### config.mk
export PLATFORM = sky130hd
export DESIGN_NAME = reg_file_dump
export DESIGN_NICKNAME = d
export VERILOG_FILES = /design/src/rtl/slc3_dbg_pkg.sv /design/src/rtl/reg_16.sv /design/src/rtl/reg_file_dump.sv
export SDC_FILE = /design/constraint.sdc
export NUM_CORES = 1
export LEC_CHECK = 0
export CAP_MARGIN = 10
export CORE_MARGIN = 2
export CORE_UTILIZATION = 40
export DETAILED_ROUTE_END_ITERATION = 12
export MAX_ROUTING_LAYER = met4
export PLACE_DENSITY = 0.89
export SYNTH_ARGS = -nofsm -noshare
export SYNTH_HDL_FRONTEND = slang
export SYNTH_SLANG_ARGS = --single-unit
### constraint.sdc
create_clock -name Clk -period 2.25 [get_ports Clk]
set_input_delay 0.45 -clock Clk [delete_from_list [all_inputs] [get_ports Clk]]
set_output_delay 0.45 -clock Clk [all_outputs]
set_load 0.1 [all_outputs]
### src/rtl/slc3_dbg_pkg.sv
// Shared definitions for the SLC-3 debug read-out blocks: register file
// geometry and the dump engine state encoding.
package slc3_dbg_pkg;

   localparam int SLC3_NUM_REGS = 8;
   localparam int SLC3_REG_W    = 16;

   typedef enum logic [1:0] {
      IDLE = 2'd0,
      READ = 2'd1,
      HOLD = 2'd2,
      DONE = 2'd3
   } dump_state_t;

endpackage

### src/rtl/reg_16.sv
// Load-enabled data register with asynchronous active-high clear.
module reg_16 #(
   parameter int WIDTH = 16
) (
   input  logic             Clk,
   input  logic             Reset,
   input  logic             Load,
   input  logic [WIDTH-1:0] Data_In,
   output logic [WIDTH-1:0] Data_Out
);

   // Capture Data_In whenever Load is high; clear immediately on Reset.
   always_ff @(posedge Clk or posedge Reset) begin
      if (Reset) begin
         Data_Out <= '0;
      end else if (Load) begin
         Data_Out <= Data_In;
      end
   end

endmodule

### src/rtl/reg_file_dump.sv
// Streams R0..R(NUM_REGS-1) of the SLC-3 register file over a valid/ready
// port, one word per register, tagged with its index. The engine owns the
// read select of one register-file port and watches the write strobe so a
// register being written in the same cycle is re-read after the write lands.
module reg_file_dump
   import slc3_dbg_pkg::*;
#(
   parameter int NUM_REGS = SLC3_NUM_REGS,
   parameter int DATA_W   = SLC3_REG_W,
   parameter int IDX_W    = $clog2(SLC3_NUM_REGS)
) (
   input  logic              Clk,
   input  logic              Reset,
   input  logic              Start,
   output logic [IDX_W-1:0]  Rd_Sel,
   input  logic [DATA_W-1:0] Rd_Data,
   input  logic              Wr_En,
   input  logic [IDX_W-1:0]  Wr_Sel,
   output logic              Out_Valid,
   input  logic              Out_Ready,
   output logic [DATA_W-1:0] Out_Data,
   output logic [IDX_W-1:0]  Out_Idx,
   output logic              Out_Last,
   output logic              Busy,
   output logic              Done
);

   localparam logic [IDX_W-1:0] LAST_IDX = IDX_W'(NUM_REGS - 1);

   dump_state_t      state;
   dump_state_t      state_next;
   logic [IDX_W-1:0] idx;
   logic [IDX_W-1:0] idx_next;
   logic             wr_hit;
   logic             capture;

   // A write to the register currently selected would make Rd_Data stale
   // by the next edge, so the capture is deferred until the write is done.
   assign wr_hit = Wr_En && (Wr_Sel == idx);

   // Next-state, index advance and capture strobe for the scan sequencer.
   always_comb begin
      state_next = state;
      idx_next   = idx;
      capture    = 1'b0;
      case (state)
         IDLE: begin
            if (Start) begin
               state_next = READ;
               idx_next   = '0;
            end
         end
         READ: begin
            if (!wr_hit) begin
               capture    = 1'b1;
               state_next = HOLD;
            end
         end
         HOLD: begin
            if (Out_Ready) begin
               if (Out_Last) begin
                  state_next = DONE;
               end else begin
                  idx_next   = idx + 1'b1;
                  state_next = READ;
               end
            end
         end
         DONE: begin
            state_next = IDLE;
            idx_next   = '0;
         end
         default: begin
            state_next = IDLE;
            idx_next   = '0;
         end
      endcase
   end

   // State and scan index registers.
   always_ff @(posedge Clk or posedge Reset) begin
      if (Reset) begin
         state <= IDLE;
         idx   <= '0;
      end else begin
         state <= state_next;
         idx   <= idx_next;
      end
   end

   // Index tag and last-word flag travel with the captured data word.
   always_ff @(posedge Clk or posedge Reset) begin
      if (Reset) begin
         Out_Idx  <= '0;
         Out_Last <= 1'b0;
      end else if (capture) begin
         Out_Idx  <= idx;
         Out_Last <= (idx == LAST_IDX);
      end
   end

   reg_16 #(
      .WIDTH (DATA_W)
   ) u_data_reg (
      .Clk      (Clk),
      .Reset    (Reset),
      .Load     (capture),
      .Data_In  (Rd_Data),
      .Data_Out (Out_Data)
   );

   assign Rd_Sel    = idx;
   assign Out_Valid = (state == HOLD);
   assign Busy      = (state != IDLE);
   assign Done      = (state == DONE);

endmodule

==> run metrics <==
layout cells sized above 1 46.7%; initial drt markers 5; period utilization 79.5%; Core Rows 18; EDFF count, synth 0; setup bufs post-CTS 0; post-synth top area cell dfrtp_1; Post-Route WL 2.17 mm; synthesized area per cell between 15 and 20 um2; syn nets 95; gr ovfl total 0; unrepaired setup endpoints after global routing no; register area share after synthesis about three fifths; I/O Pins 50; Post-Syn Area 1060 um2; max_slew headroom 68.2%; Die H 55.4 um; drt pass-1 iters 3; initial antenna violation count 0; post-DP HPWL 1.71 mm; most frequent cell after synthesis dfrtp_1; Synth area leaders dfrtp_1, mux2_2, xnor2_1; # fillers 210; final hold vios 0; outcome finished clean; worst path arrival time between 1 and 1.5 ns; WL/cell around 14 um; Peak Freq between 0.5 and 0.6 GHz; # DRC 0; RePlAce Congestion 0.760; Via Count roughly 750; Slew @ Worst Pin approximately 0.48 ns; # clock sinks 25; die area 3070 um2; Finish-stage setup viols 0; Placeable Area 2500 um2; Clock Skews 0.00320 ns; Synth async-reset ratio 100%; vias per cell 4.96; cell count after synthesis 69; Antenna Violating Nets Remaining 0; crit-path max FO 7; Fin Setup TNS 0 ns; Hold Crit Class in2async; FF+latch count, synth 25; yosys warns 0; Total GRT Usage around 16%; WP data required around 1.8 ns; Slew Viols, Final 0; Final #Nets 149; CTS tree built; min Tclk post-route 1.79 ns; vias in the first global route 836; final worst slack 0.461 ns; Initial Util 42.3%; CTS-repair resized insts 0; first-pass GRT wire length 3.75 mm; root buffer cell clkbuf_4; Area Growth Syn to Fin 48.2%; CP endpoint kind output port; Num CTS Buffers 3; H-tree depth 1; Setup crit start kind register; Post-Place Worst Slack 0.271 ns; Reg clk slew, reported paths between 0.1 and 0.15 ns; cts hold-fix bufs 0; top cell type's share of synthesized area 59.1%; number of port buffers between 40 and 50; most instantiated cells after synthesis dfrtp_1, mux2_2, xnor2_1; WS Path Type reg2out; Main synth FF type dfrtp_1; die width 55.4 um; pin count of the biggest net entering global routing 22; maximum clock insertion buffer count 2; clk_lat worst skew 0.32 ns; Max Cap Viol 0; antenna cells 0; Yosys cell types 19
-- cell usage in the layout, fill, tap and decap left out --
cell type,instances
buf_4,26
a22o_1,1
xnor2_1,3
o22ai_1,1
o2bb2ai_1,1
nand4_1,1
clkbuf_4,3
nor3b_1,1
a21o_1,1
nor2b_2,1
clkinv_2,1
nor2b_1,1
or2_2,1
a41oi_2,1
ha_1,2
mux2_2,21
nand2b_1,2
inv_1,1
buf_12,2
and2_1,1
mux2i_1,1
clkdlybuf4s50_1,23
dfrtp_1,25
a22o_2,1
-- worst max-delay path, stage by stage, from the launching register on --
cell     delay [ns]
dfrtp_1        0.47
or2_2          0.32
buf_4          0.23
-- per-layer routing --
layer	vias to the layer above	part of all wire [%]	global-route usage, %	wire, um
li1	352	-	-	-
met1	367	37	16.5	805
met2	30	54	27.7	1160
met3	5	7.0	5.15	152
met4	0	2.0	7.32	44
met5	-	0	-	0
-- registers in the layout, indices dropped and copies added (netlist names) --
| signal | cells |
|---|---|
| state | 2 |
| Out_Idx | 3 |
| Rd_Sel | 3 |
| Out_Last | 1 |
| u_data_reg.Data_Out | 16 |
-- worst paths after layout --
path / startpoint / to / slack [ns] / depth (start not counted)
max: state[0]$_DFFE_PP0P_ / Busy / 0.46 / 2
min: Reset / u_data_reg.Data_Out[10]$_DFFE_PP0P_ / 0.43 / 2
max reg2reg: Rd_Sel[1]$_DFFE_PP0P_ / u_data_reg.Data_Out[5]$_DFFE_PP0P_ / 0.71 / 4
min reg2reg: u_data_reg.Data_Out[13]$_DFFE_PP0P_ / u_data_reg.Data_Out[13]$_DFFE_PP0P_ / 0.53 / 1
max in group asynchronous: Reset / state[0]$_DFFE_PP0P_ / 1.26 / 3
min in group Clk: u_data_reg.Data_Out[13]$_DFFE_PP0P_ / u_data_reg.Data_Out[13]$_DFFE_PP0P_ / 0.53 / 1
-- cell families (layout without fill, tap and decap cells) --
group	count (synthesis)	count (layout)	share of synthesized area, %
xor gates and xnor gates	3	3	2.48
DFF	25	25	59.1
muxes	22	22	23.3
and+or+nand+nor	8	8	4.85
AOI/OAI and AO/OA	6	6	5.44
adders and majority gates	2	2	2.36
buffers and inverters	3	56	2.48
-- stage by stage --
stage                     area (um2)  std cells  hold slack (ns)  utilization [%]
after CTS                       1570        152            0.445             62.8
final                           1570        152            0.434             62.8
after floorplan                 1060         69            0.477                -
after detailed placement        1540        148            0.498             61.7
after global routing            1570        152            0.461             62.8
after global placement          1540        148            0.492             61.7
-- layout make-up --
class,instances,area (um2),share of cell area (%)
Sequential cell,25,626,39.9
Timing Repair Buffer,51,465,29.7
Multi-Input combinational cell,41,409,26.1
Tap cell,30,37.5,2.39
Clock buffer,3,22.5,1.44
Clock inverter,1,5.00,0.319
Inverter,1,3.75,0.239
Power is left out: the tool's default activity adds up to more than one toggle a clock period on the data nets, which glitch-free logic cannot reach.
